`src/rtl/gen_output_fifo.sv`:
```
// gen_output_fifo: launches one generator run and buffers each yielded 4-lane tuple
// in a small FIFO. The FIFO is presented to a consumer over a valid/ready handshake.
// done pulses once the generator has finished and every buffered tuple has been taken.
//
// state  | meaning
// IDLE   | waiting for a host start pulse
// LAUNCH | gen_start high for this single cycle; generator outputs ignored
// RUN    | generator running; each gen_valid pushes a tuple, gen_done ends the run
// DRAIN  | no more pushes; wait for the consumer to empty the FIFO, then pulse done
module gen_output_fifo #(
    parameter int WIDTH = 32,
    parameter int DEPTH = 4
) (
    input  logic                      _clock,
    input  logic                      _reset_n,
    input  logic                      start,
    output logic                      busy,
    output logic                      done,
    output logic                      overflow,
    output logic                      gen_start,
    input  logic                      gen_valid,
    input  logic                      gen_done,
    input  logic signed [WIDTH-1:0]   gen_out0,
    input  logic signed [WIDTH-1:0]   gen_out1,
    input  logic signed [WIDTH-1:0]   gen_out2,
    input  logic signed [WIDTH-1:0]   gen_out3,
    output logic                      out_valid,
    input  logic                      out_ready,
    output logic signed [WIDTH-1:0]   out_data0,
    output logic signed [WIDTH-1:0]   out_data1,
    output logic signed [WIDTH-1:0]   out_data2,
    output logic signed [WIDTH-1:0]   out_data3,
    output logic [$clog2(DEPTH):0]    level
);

    localparam int            PW         = $clog2(DEPTH);
    localparam logic [PW:0]   FULL_LEVEL = (PW + 1)'(DEPTH);

    typedef enum logic [1:0] {IDLE, LAUNCH, RUN, DRAIN} state_t;

    state_t               state;
    logic [4*WIDTH-1:0]   mem [DEPTH];
    logic [PW-1:0]        wr_ptr;
    logic [PW-1:0]        rd_ptr;
    logic                 full;
    logic                 push;
    logic                 pop;
    logic                 do_write;

    assign full      = (level == FULL_LEVEL);
    assign out_valid = (level != '0);
    assign push      = gen_valid && (state == RUN);
    assign pop       = out_valid && out_ready;
    // A full FIFO still accepts a push when the head leaves in the same cycle.
    assign do_write  = push && (!full || pop);

    // The head is read straight from storage, so it holds steady while the consumer stalls.
    assign {out_data3, out_data2, out_data1, out_data0} = mem[rd_ptr];

    // Run sequencing: launch pulse, capture window, drain, completion pulse.
    always_ff @(posedge _clock or negedge _reset_n) begin
        if (!_reset_n) begin
            state     <= IDLE;
            busy      <= 1'b0;
            done      <= 1'b0;
            gen_start <= 1'b0;
            overflow  <= 1'b0;
        end else begin
            done      <= 1'b0;
            gen_start <= 1'b0;
            if (push && full && !pop) begin
                overflow <= 1'b1;
            end
            case (state)
                IDLE: begin
                    if (start) begin
                        state     <= LAUNCH;
                        busy      <= 1'b1;
                        gen_start <= 1'b1;
                        overflow  <= 1'b0;
                    end
                end
                LAUNCH: state <= RUN;
                RUN: begin
                    if (gen_done) begin
                        state <= DRAIN;
                    end
                end
                DRAIN: begin
                    if (level == '0) begin
                        done  <= 1'b1;
                        busy  <= 1'b0;
                        state <= IDLE;
                    end
                end
                default: state <= IDLE;
            endcase
        end
    end

    // Pointer and occupancy bookkeeping; pointers wrap naturally at DEPTH.
    always_ff @(posedge _clock or negedge _reset_n) begin
        if (!_reset_n) begin
            wr_ptr <= '0;
            rd_ptr <= '0;
            level  <= '0;
        end else begin
            if (do_write) begin
                wr_ptr <= wr_ptr + 1'b1;
            end
            if (pop) begin
                rd_ptr <= rd_ptr + 1'b1;
            end
            case ({do_write, pop})
                2'b10:   level <= level + 1'b1;
                2'b01:   level <= level - 1'b1;
                default: level <= level;
            endcase
        end
    end

    // Tuple storage; cleared on reset so the head reads zero afterwards.
    always_ff @(posedge _clock or negedge _reset_n) begin
        if (!_reset_n) begin
            for (int i = 0; i < DEPTH; i++) begin
                mem[i] <= '0;
            end
        end else if (do_write) begin
            mem[wr_ptr] <= {gen_out3, gen_out2, gen_out1, gen_out0};
        end
    end

endmodule
```
`config.mk`:
```
export PLATFORM = sky130hd
export DESIGN_NAME = gen_output_fifo
export DESIGN_NICKNAME = d
export VERILOG_FILES = /design/src/rtl/gen_output_fifo.sv
export SDC_FILE = /design/constraint.sdc
export NUM_CORES = 1
export LEC_CHECK = 0
export ABC_AREA = 0
export CAP_MARGIN = 20
export CORE_ASPECT_RATIO = 0.5
export CORE_MARGIN = 2
export CORE_UTILIZATION = 52
export DETAILED_ROUTE_END_ITERATION = 16
export MAX_ROUTING_LAYER = met4
export PLACE_DENSITY = 0.77
export SYNTH_ARGS = -nofsm -noshare
export SYNTH_HDL_FRONTEND = slang
export SYNTH_SLANG_ARGS = --single-unit
```
`constraint.sdc`:
```
create_clock -name _clock -period 2.2 [get_ports _clock]
set_clock_uncertainty 0.2 [all_clocks]
set_input_delay 0.44 -clock _clock [delete_from_list [all_inputs] [get_ports _clock]]
set_output_delay 0.44 -clock _clock [all_outputs]
set_load 0.01 [all_outputs]
```
==> impl_metrics.csv, run 1 <==
group,metric,value,unit
clocking,clkTransAtPathRegs,70,ps
placement,io_buffer_count,269,
grt,antenna_found_initial,4,
clocking,clockBufferDepth,3,
worst_setup_path,reg2reg_from,"level[0]$_DFFE_PN0P_",
worst_setup_path,slowest_stage,"mux4_2",
run,cap_violations,0,
worst_setup_path,crit_required,1560,ps
grt,grt_pass1_wl,92.8,mm
worst_setup_path,crit_type,"flop to primary output",
hold_path,hold_class,"input pin to asynchronous set/reset pin",
grt,grt.overflow.total,0,
routing,routed_wl,65.0,mm
yosys,netlist_area,25000,um^2
clocking,clock-sinks,525,
grt,busiest_layer,"met2",
worst_setup_path,crit_start,"rd_ptr[0]$_DFFE_PN0P_",
timing,min_period,2820,ps
timing,rsz0062_at_grt,"true",
clocking,numCtsBuffers,47,
worst_setup_path,cp_slowest_stage_delay,540,ps
power_and_ir_drop,p_clk_share,16.7,%
power_and_ir_drop,p_int,0.0360,W
floorplanning,rows,56,
yosys,synthFlopType,"dfrtp_1",
yosys,yosysSeqAreaShare,52.6,%
routing,drtIter0Drc,894,
yosys,synth_area_per_cell,18.9,um^2
floorplanning,die_area,49900,um^2
routing,post_drt_via_cell_ratio,5.67,
timing,setup_violations,634,
clocking,clk_latency,560,ps
grt,grt_use_met1,30.7,%
worst_setup_path,end_kind,"primary output",
floorplanning,coreArea,47200,um^2
placement,placed_cells_incl_taps,2272,
layout,finish.net_count,1927,
yosys,netlist_instances,1322,
timing,slew_viol_final,0,
grt,track_usage,24.4,%
routing,drc,0,
worst_setup_path,start_kind,"flop",
status,status,"complete, but fails checks",
power_and_ir_drop,power_density,1560,nW/um^2
power_and_ir_drop,netSwitchingPower,0.0158,W
clocking,cts.htree.levels,2,
yosys,syn_nets,1465,
placement,gp_congestion,0.819,
yosys,synth_top_family_by_area,"multiplexers",
power_and_ir_drop,p_leak,16.5,nW
worst_setup_path,crit_family,"buffers and inverters",
layout,final_cells,2461,
worst_setup_path,crit_arrival,2180,ps
yosys,synthAdderAreaFrac,0.481,%
timing,period_share,128,%
routing,wl_per_cell,26.4,um
yosys,synth_xor_area_share,0.105,%
grt,grt_pass1_vias,15400,
timing,finalWorstSetupSlack,-620,ps
timing,worstMarginPinSlew,663,ps
layout,area_growth,33.0,%
placement,hpwlAfterDp,38.9,mm
yosys,muxShareOfSynthArea,40.7,%
timing,max-slew-margin-rel,55.2,%
clocking,tritoncts,"yes",
yosys,synth.most_common_cell,"dfrtp_1",
layout,drive_gt1_share,60.5,%
power_and_ir_drop,pwr-share-seq,33.3,%
grt,grt_util_met3,3.27,%
yosys,yosys-top-cells-count,"525 x dfrtp_1, 400 x mux2_4, 128 x mux4_2",
floorplanning,fp.dieH,159,um
timing,hold_violations,0,
yosys,synth-compound-area-share,0.471,%
yosys,synth_area_leaders,"dfrtp_1 53%, mux2_4 24%, mux4_2 12%",
floorplanning,fp.dieW,314,um
worst_setup_path,cp_common_cell,"buf_12",
yosys,ys.warnings.count,0,
status,violations,"negative setup slack",
grt,met2_usage,41.7,%
clocking,clockRootBuffer,"clkbuf_16",
worst_setup_path,path_max_fanout,6,
worst_setup_path,path_cells,"buf_12 > buf_4 > buf_12 > mux4_2 > buf_6",
routing,vias,13900,
yosys,synthSimpleGateAreaFrac,0.831,%
routing,dr.pass1.iters,5,
power_and_ir_drop,p_sw_share,30.5,%
worst_setup_path,crit_buf_inv,4,
yosys,ys_async_sr_fraction,100,%
yosys,synth_top_area_share,52.6,%
power_and_ir_drop,ir_drop,860,uV
grt,grt_start_max_net_pins,69,
yosys,yosys.area.top_type,"dfrtp_1",
routing,antenna_left,0,
power_and_ir_drop,power,0.0518,W
power_and_ir_drop,pwr-share-comb,50.0,%
layout,fillers,2806,
yosys,ys_seq_elements,525,
timing,max_freq,355,MHz
floorplanning,start_util,53.0,%
yosys,synth_edf_count,0,
floorplanning,ioPinCount,270,
yosys,synth_cell_type_count,41,
[state kept, by name (all words and copies together) (netlist names)]
signal	cells
gen_start	1
state	2
done	1
wr_ptr	2
level	3
busy	1
rd_ptr	2
mem	512
overflow	1
[power by group through the flow]
| stage | clock, W | sequential [W] | combinational, W |
|---|---|---|---|
| after floorplan | 0 | 0.0160 | 0.0148 |
| after global placement | 0 | 0.0167 | 0.0226 |
| after detailed placement | 0 | 0.0171 | 0.0232 |
| after CTS | 0.00879 | 0.0170 | 0.0239 |
| after global routing | 0.00923 | 0.0177 | 0.0270 |
| final | 0.00866 | 0.0173 | 0.0259 |
[through the flow]
stage          area (um^2)  setup TNS, ps  hold slack, ps  util [%]  worst slack (ps)
4_1_cts              31300        -125670             127      66.5              -681
6_report             33300        -137930             131      70.5              -620
2_1_floorplan        25100          -8440           -55.6         -             -18.8
5_1_grt              33300        -153170             144      70.5              -668
3_5_place_dp         29200        -273530             128      61.9              -524
3_3_place_gp         29200        -268830             123      61.9              -503
[routing by layer]
metal | vias to the layer above | part of all wire [%] | wire (um)
met3 | 91 | 3.2 | 2110
met4 | 0 | 2.2 | 1420
li1 | 5879 | - | -
met2 | 305 | 53 | 34600
met1 | 7673 | 41 | 26900
met5 | - | 0 | 0
[what timing repair did]
action / in CTS / in global routing
gates resized for setup: 640 / 218
setup buffers: 30 / 28
endpoints found under the hold margin: 368 / 0
cloned: 8 / 41
hold buffers: 1 / 0
endpoints found under the setup margin: 167 / 633
pin swaps: 3 / 4
[final timing paths]
| check | end | slack [ps] | cells after the start |
|---|---|---|---|
| setup / recovery | out_data0[30] | -620 | 5 |
| hold / removal | mem[262]$_DFFE_PN0P_ | 130 | 2 |
| setup reg to reg | mem[71]$_DFFE_PN0P_ | -240 | 7 |
| hold reg to reg | mem[489]$_DFFE_PN0P_ | 300 | 1 |
| max in group asynchronous | mem[469]$_DFFE_PN0P_ | 820 | 4 |
| min in group _clock | mem[489]$_DFFE_PN0P_ | 300 | 1 |
[cell type report]
cell class	instances	area [um^2]	area share, %
diodes	4	10.0	0.0301
clock buffers	69	1410	4.24
flip-flops and latches	525	13100	39.5
inverters	9	33.8	0.102
repair buffers	504	6580	19.8
multi-input cells	697	11100	33.3
clock inverters	15	194	0.583
well taps	638	798	2.40
[cell usage in the layout, fill, tap and decap left out, drive strengths merged, types with 2 or more instances in the layout]
master	Yosys	final
bufinv	0	4
mux4	128	128
diode	0	4
clkdlybuf4s50	0	136
mux2	513	513
clkbuf	14	108
dfrtp	525	525
ha	8	8
clkdlybuf4s15	0	3
inv	9	11
clkinvlp	0	2
clkinv	0	7
nand3	6	6
nand4	3	3
xnor2	2	2
nor2	5	5
a21oi	2	2
o21ai	4	4
buf	77	321
and2	2	2
dlygate4sd2	0	4
nand2	3	3
o311ai	2	2
[cell families after synthesis]
family	Yosys count
adders and majority gates	9
muxes	642
and+or+nand+nor	27
xor gates and xnor gates	3
AOI/OAI and AO/OA	16
DFF	525
buffers and inverters	100
Note: power is estimated with default switching activity, not from simulation.
==> run 2, diff against run 1 <==
Settings changed: TNS_END_PERCENT set to 30.
==> run 2 against run 1 <==
Net effect:
- the flow still finishes with violations (negative setup slack)
- first-iteration DRC count down 18%
- global-route usage is 0.083 points lower
- critical path depth stayed put
- die area did not move
- cell area fell by 6.4%
- fmax up 1.1%
==> impl_metrics.csv, run 2 (same netlist as run 1, synthesis figures left out) <==
group,metric,value,unit
routing,post_drt_via_cell_ratio,5.60,
layout,largest_register,"mem",
timing,setup_violations,318,
routing,wl_per_cell,24.9,um
clocking,clk_latency,560,ps
floorplanning,coreArea,47200,um^2
timing,max-slew-margin-rel,70.3,%
worst_setup_path,crit_required,1560,ps
clocking,numCtsBuffers,47,
clocking,clockBufferDepth,3,
power_and_ir_drop,pwr-share-seq,34.2,%
status,status,"complete, but fails checks",
layout,largest_reg_flops,512,
floorplanning,ioPinCount,270,
layout,finish.net_count,1838,
worst_setup_path,crit_arrival,2150,ps
floorplanning,start_util,53.0,%
placement,placed_cells_incl_taps,2234,
power_and_ir_drop,power,0.0499,W
layout,drive_gt1_share,57.1,%
routing,dr.pass1.iters,5,
timing,period_share,127,%
grt,grt_pass1_wl,92.2,mm
clocking,tritoncts,"yes",
timing,max_freq,359,MHz
worst_setup_path,start_kind,"flop",
grt,track_usage,24.3,%
clocking,clockRootBuffer,"clkbuf_16",
power_and_ir_drop,power_density,1600,nW/um^2
status,violations,"negative setup slack",
routing,drc,0,
timing,min_period,2790,ps
routing,vias,13300,
floorplanning,fp.dieW,314,um
layout,layout.cells.most_common_list,"523 x dfrtp_1, 419 x mux2_4, 136 x clkdlybuf4s50_1",
worst_setup_path,crit_type,"flop to primary output",
layout,design_area,31100,um^2
grt,grt.overflow.total,0,
power_and_ir_drop,netSwitchingPower,0.0152,W
power_and_ir_drop,p_sw_share,30.4,%
power_and_ir_drop,p_clk_share,16.7,%
layout,fin_util,66.0,%
floorplanning,rows,56,
floorplanning,fp.dieH,159,um
placement,gp_congestion,0.806,
routing,antenna_left,0,
timing,slew_viol_final,0,
grt,grt_pass1_vias,15300,
routing,drtIter0Drc,730,
power_and_ir_drop,pwr-share-comb,49.1,%
timing,hold_ws,132,ps
power_and_ir_drop,p_leak,15.2,nW
hold_path,hold_class,"input pin to asynchronous set/reset pin",
clocking,clkTransAtPathRegs,70,ps
clocking,clock-sinks,525,
timing,rsz0062_at_grt,"true",
worst_setup_path,path_max_fanout,7,
floorplanning,die_area,49900,um^2
worst_setup_path,end_kind,"primary output",
timing,hold_violations,0,
placement,hpwlAfterDp,38.5,mm
grt,grt_start_max_net_pins,81,
timing,finalWorstSetupSlack,-588,ps
layout,fillers,3080,
layout,final_common_cell,"dfrtp_1",
routing,routed_wl,59.1,mm
grt,antenna_found_initial,7,
placement,io_buffer_count,269,
clocking,cts.htree.levels,2,
placement,placed_area,28700,um^2
timing,worstMarginPinSlew,439,ps
run,cap_violations,0,
layout,largestRegisters,"mem (512), level (3)",
layout,final_cells,2376,
layout,area_growth,24.6,%
power_and_ir_drop,ir_drop,856,uV
power_and_ir_drop,p_int,0.0347,W
## run 2: worst paths after layout
check                                            from  slack [ps]                    to  cells past startpoint
worst max-delay path            rd_ptr[0]$_DFFE_PN0P_        -590          out_data0[3]                      5
min in group _clock              mem[449]$_DFFE_PN0P_         290  mem[449]$_DFFE_PN0P_                      1
worst min-delay path                         _reset_n         130  mem[506]$_DFFE_PN0P_                      2
worst min register to register   mem[449]$_DFFE_PN0P_         290  mem[449]$_DFFE_PN0P_                      1
max in group asynchronous                    _reset_n         850  mem[438]$_DFFE_PN0P_                      4
worst max register to register   level[0]$_DFFE_PN0P_        -100   mem[59]$_DFFE_PN0P_                      5
## run 2: metal layers
metal  track usage (%)  vias up  share of wire, %  wire length, um
met1              30.9     7236                42            24800
met4              7.16        0               2.5             1460
met2              40.8      280                52            30800
met5                 -        -                 0                0
met3              3.45      104               3.4             1990
li1                  -     5676                 -                -
## run 2: power groups by stage
stage | sequential [W] | clock, W | combinational (W)
finish | 0.0171 | 0.00834 | 0.0245
global placement | 0.0165 | 0 | 0.0224
detailed placement | 0.0171 | 0 | 0.0229
CTS | 0.0170 | 0.00852 | 0.0234
floorplan | 0.0160 | 0 | 0.0146
global route | 0.0176 | 0.00893 | 0.0257
## run 2: area by class of cell
| type | count | area (um^2) | share of cell area [%] |
|---|---|---|---|
| sequential | 525 | 13100 | 42.2 |
| multi-input combinational | 697 | 10700 | 34.4 |
| timing repair buffer | 415 | 4890 | 15.7 |
| clock buffer | 67 | 1340 | 4.31 |
| tap | 638 | 798 | 2.56 |
| clock inverter | 18 | 186 | 0.599 |
| inverter | 9 | 33.8 | 0.108 |
| antenna | 7 | 17.5 | 0.0563 |
## run 2: critical path, stage by stage, from the launching register on
cell and delay, ps:
dfrtp_4 450, buf_12 170, buf_16 150, buf_6 120, mux4_2 540, buf_6 150
## run 2: repair_timing
item                       4_1_cts  5_1_grt
buffers inserted                22       18
hold endpoints to repair       361        0
resized for setup              596      100
hold buffers                     1        0
setup endpoints to repair      215      509
cloned                           2        9
pin swaps                        0        3
## run 2: per-stage QoR
| step | setup WS, ps | TNS (ps) |
|---|---|---|
| 2_1_floorplan | -18.8 | -8150 |
| 3_3_place_gp | -537 | -283180 |
| 3_5_place_dp | -548 | -284290 |
| 4_1_cts | -697 | -72840 |
| 5_1_grt | -633 | -92390 |
| 6_report | -588 | -74480 |
==> run 3, diff against run 2 <==
Settings changed: CORE_UTILIZATION 52 to 60, PLACE_DENSITY 0.77 to 0.86.
Clock period 2.2 ns to 3.55 ns, I/O delays scaled along.
==> run 3 against run 2 <==
Net effect:
- the flow now finishes without violations
- critical path depth down 2
- first-iteration DRC count is 2.3% lower
- non-clock buffer count decreased by 79
- worst setup slack improved by 670 ps
- largest cell class unchanged
- largest power group unchanged
- highest routed layer unchanged
==> impl_metrics.csv, run 3 (same netlist as run 1, synthesis figures left out) <==
group,metric,value,unit
clocking,tritoncts,"yes",
floorplanning,rows,52,
grt,grt.overflow.total,0,
layout,largest_register,"mem",
clocking,clockRootBuffer,"clkbuf_16",
timing,period_share,97.8,%
layout,largest_reg_flops,512,
power_and_ir_drop,power_density,997,nW/um^2
power_and_ir_drop,p_leak,14.2,nW
timing,slew_viol_final,0,
floorplanning,fp.dieH,148,um
layout,multi_input_area,10600,um^2
layout,area_growth,18.6,%
floorplanning,die_area,43400,um^2
routing,antenna_left,0,
layout,fin_util,72.8,%
clocking,clk_latency,560,ps
timing,rsz0062_at_grt,"true",
worst_setup_path,crit_type,"flop to primary output",
grt,grt_pass1_vias,15000,
layout,final_common_cell,"dfrtp_1",
layout,drive_gt1_share,47.0,%
timing,setup_violations,0,
worst_setup_path,end_kind,"primary output",
grt,track_usage,26.9,%
clocking,numCtsBuffers,46,
grt,grt_pass1_wl,87.8,mm
run,cap_violations,0,
grt,antenna_found_initial,6,
floorplanning,ioPinCount,270,
worst_setup_path,cp_slowest_stage_delay,690,ps
worst_setup_path,crit_buf_inv,2,
timing,hold_violations,0,
timing,worstMarginPinSlew,735,ps
routing,post_drt_via_cell_ratio,5.89,
worst_setup_path,slowest_stage,"dfrtp_4",
timing,setup-tns-final,0,ps
status,status,"complete, no violations",
routing,vias,12900,
clocking,clockBufferDepth,3,
placement,hpwlAfterDp,35.0,mm
routing,dr.pass1.iters,4,
routing,routed_wl,54.8,mm
layout,layout.cells.most_common_list,"523 x dfrtp_1, 400 x mux2_4, 267 x clkdlybuf4s50_1",
worst_setup_path,path_max_fanout,22,
grt,grt_start_max_net_pins,88,
floorplanning,fp.dieW,293,um
layout,finish.net_count,1758,
routing,drc,0,
placement,gp_congestion,0.785,
clocking,clkTransAtPathRegs,70,ps
worst_setup_path,start_kind,"flop",
worst_setup_path,crit_arrival,2560,ps
clocking,cts.htree.levels,2,
clocking,clock-sinks,525,
timing,max-slew-margin-rel,51.0,%
power_and_ir_drop,ir_drop,575,uV
timing,max_freq,288,MHz
layout,largestRegisters,"mem (512), level (3)",
layout,fillers,2407,
worst_setup_path,path_cells,"buf_4 > mux4_2 > clkdlybuf4s50_1",
floorplanning,coreArea,40700,um^2
worst_setup_path,crit_family,"buffers and inverters",
timing,min_period,3470,ps
floorplanning,start_util,61.4,%
layout,final-seq-area,13100,um^2
timing,hold_ws,297,ps
hold_path,hold_class,"flop to flop",
worst_setup_path,crit_required,2640,ps
placement,io_buffer_count,269,
routing,drtIter0Drc,713,
routing,wl_per_cell,25.0,um
run 3: stage by stage:
step                      total power [W]  instance area (um^2)  std cells  worst slack (ps)
after global placement             0.0235                 28000       2094               418
final                              0.0296                 29700       2195              78.3
after global routing               0.0310                 29700       2195              1.80
after CTS                          0.0297                 29500       2179              30.0
after floorplan                    0.0190                 25000       1322              1040
after detailed placement           0.0242                 28000       2094               355
run 3: worst paths after layout:
path                                            start                   end  slack [ps]  cells past startpoint
max in group asynchronous                    _reset_n   mem[44]$_DFFE_PN0P_        1560                      3
worst min-delay path             mem[443]$_DFFE_PN0P_  mem[443]$_DFFE_PN0P_         300                      1
worst max register to register   state[0]$_DFFE_PN0P_  mem[436]$_DFFE_PN0P_         800                      6
worst max-delay path            rd_ptr[1]$_DFFE_PN0P_         out_data3[31]          80                      3
worst min register to register   mem[443]$_DFFE_PN0P_  mem[443]$_DFFE_PN0P_         300                      1
min in group asynchronous                    _reset_n  mem[503]$_DFFE_PN0P_         570                      2
run 3: layout make-up:
type,count,share of cell area (%)
Timing Repair Buffer,336,12.1
Sequential cell,525,44.3
Antenna cell,6,0.0506
Inverter,9,0.114
Multi-Input combinational cell,697,35.9
Clock buffer,69,4.69
Clock inverter,13,0.557
Tap cell,540,2.28
run 3: metal layers:
metal  up-vias  track usage [%]  part of all wire [%]
li1       5510                -                     -
met1      6986             33.8                    41
met2       304             44.9                    51
met3       129             3.83                   3.5
met4         0             10.2                   4.0
met5         -                -                     0
run 3: repair_timing:
item	CTS	global route
endpoints found under the setup margin	80	6
gates cloned	0	0
pin swaps	0	0
setup buffers	2	10
hold buffers	1	0
gates resized for setup	1	4
hold endpoints to repair	29	0
run 3: power breakdown:
part | internal [W] | switching (W)
Clock | 0.00300 | 0.00223
Sequential | 0.00888 | 0.00180
Combinational | 0.00892 | 0.00473
Total | 0.0208 | 0.00876
run 3: worst reg2reg max path, stage by stage (launching register included):
cell,delay [ps]
dfrtp_1,380
inv_1,120
ha_1,390
and2_1,390
nand3_4,410
buf_12,360
mux2_1,360
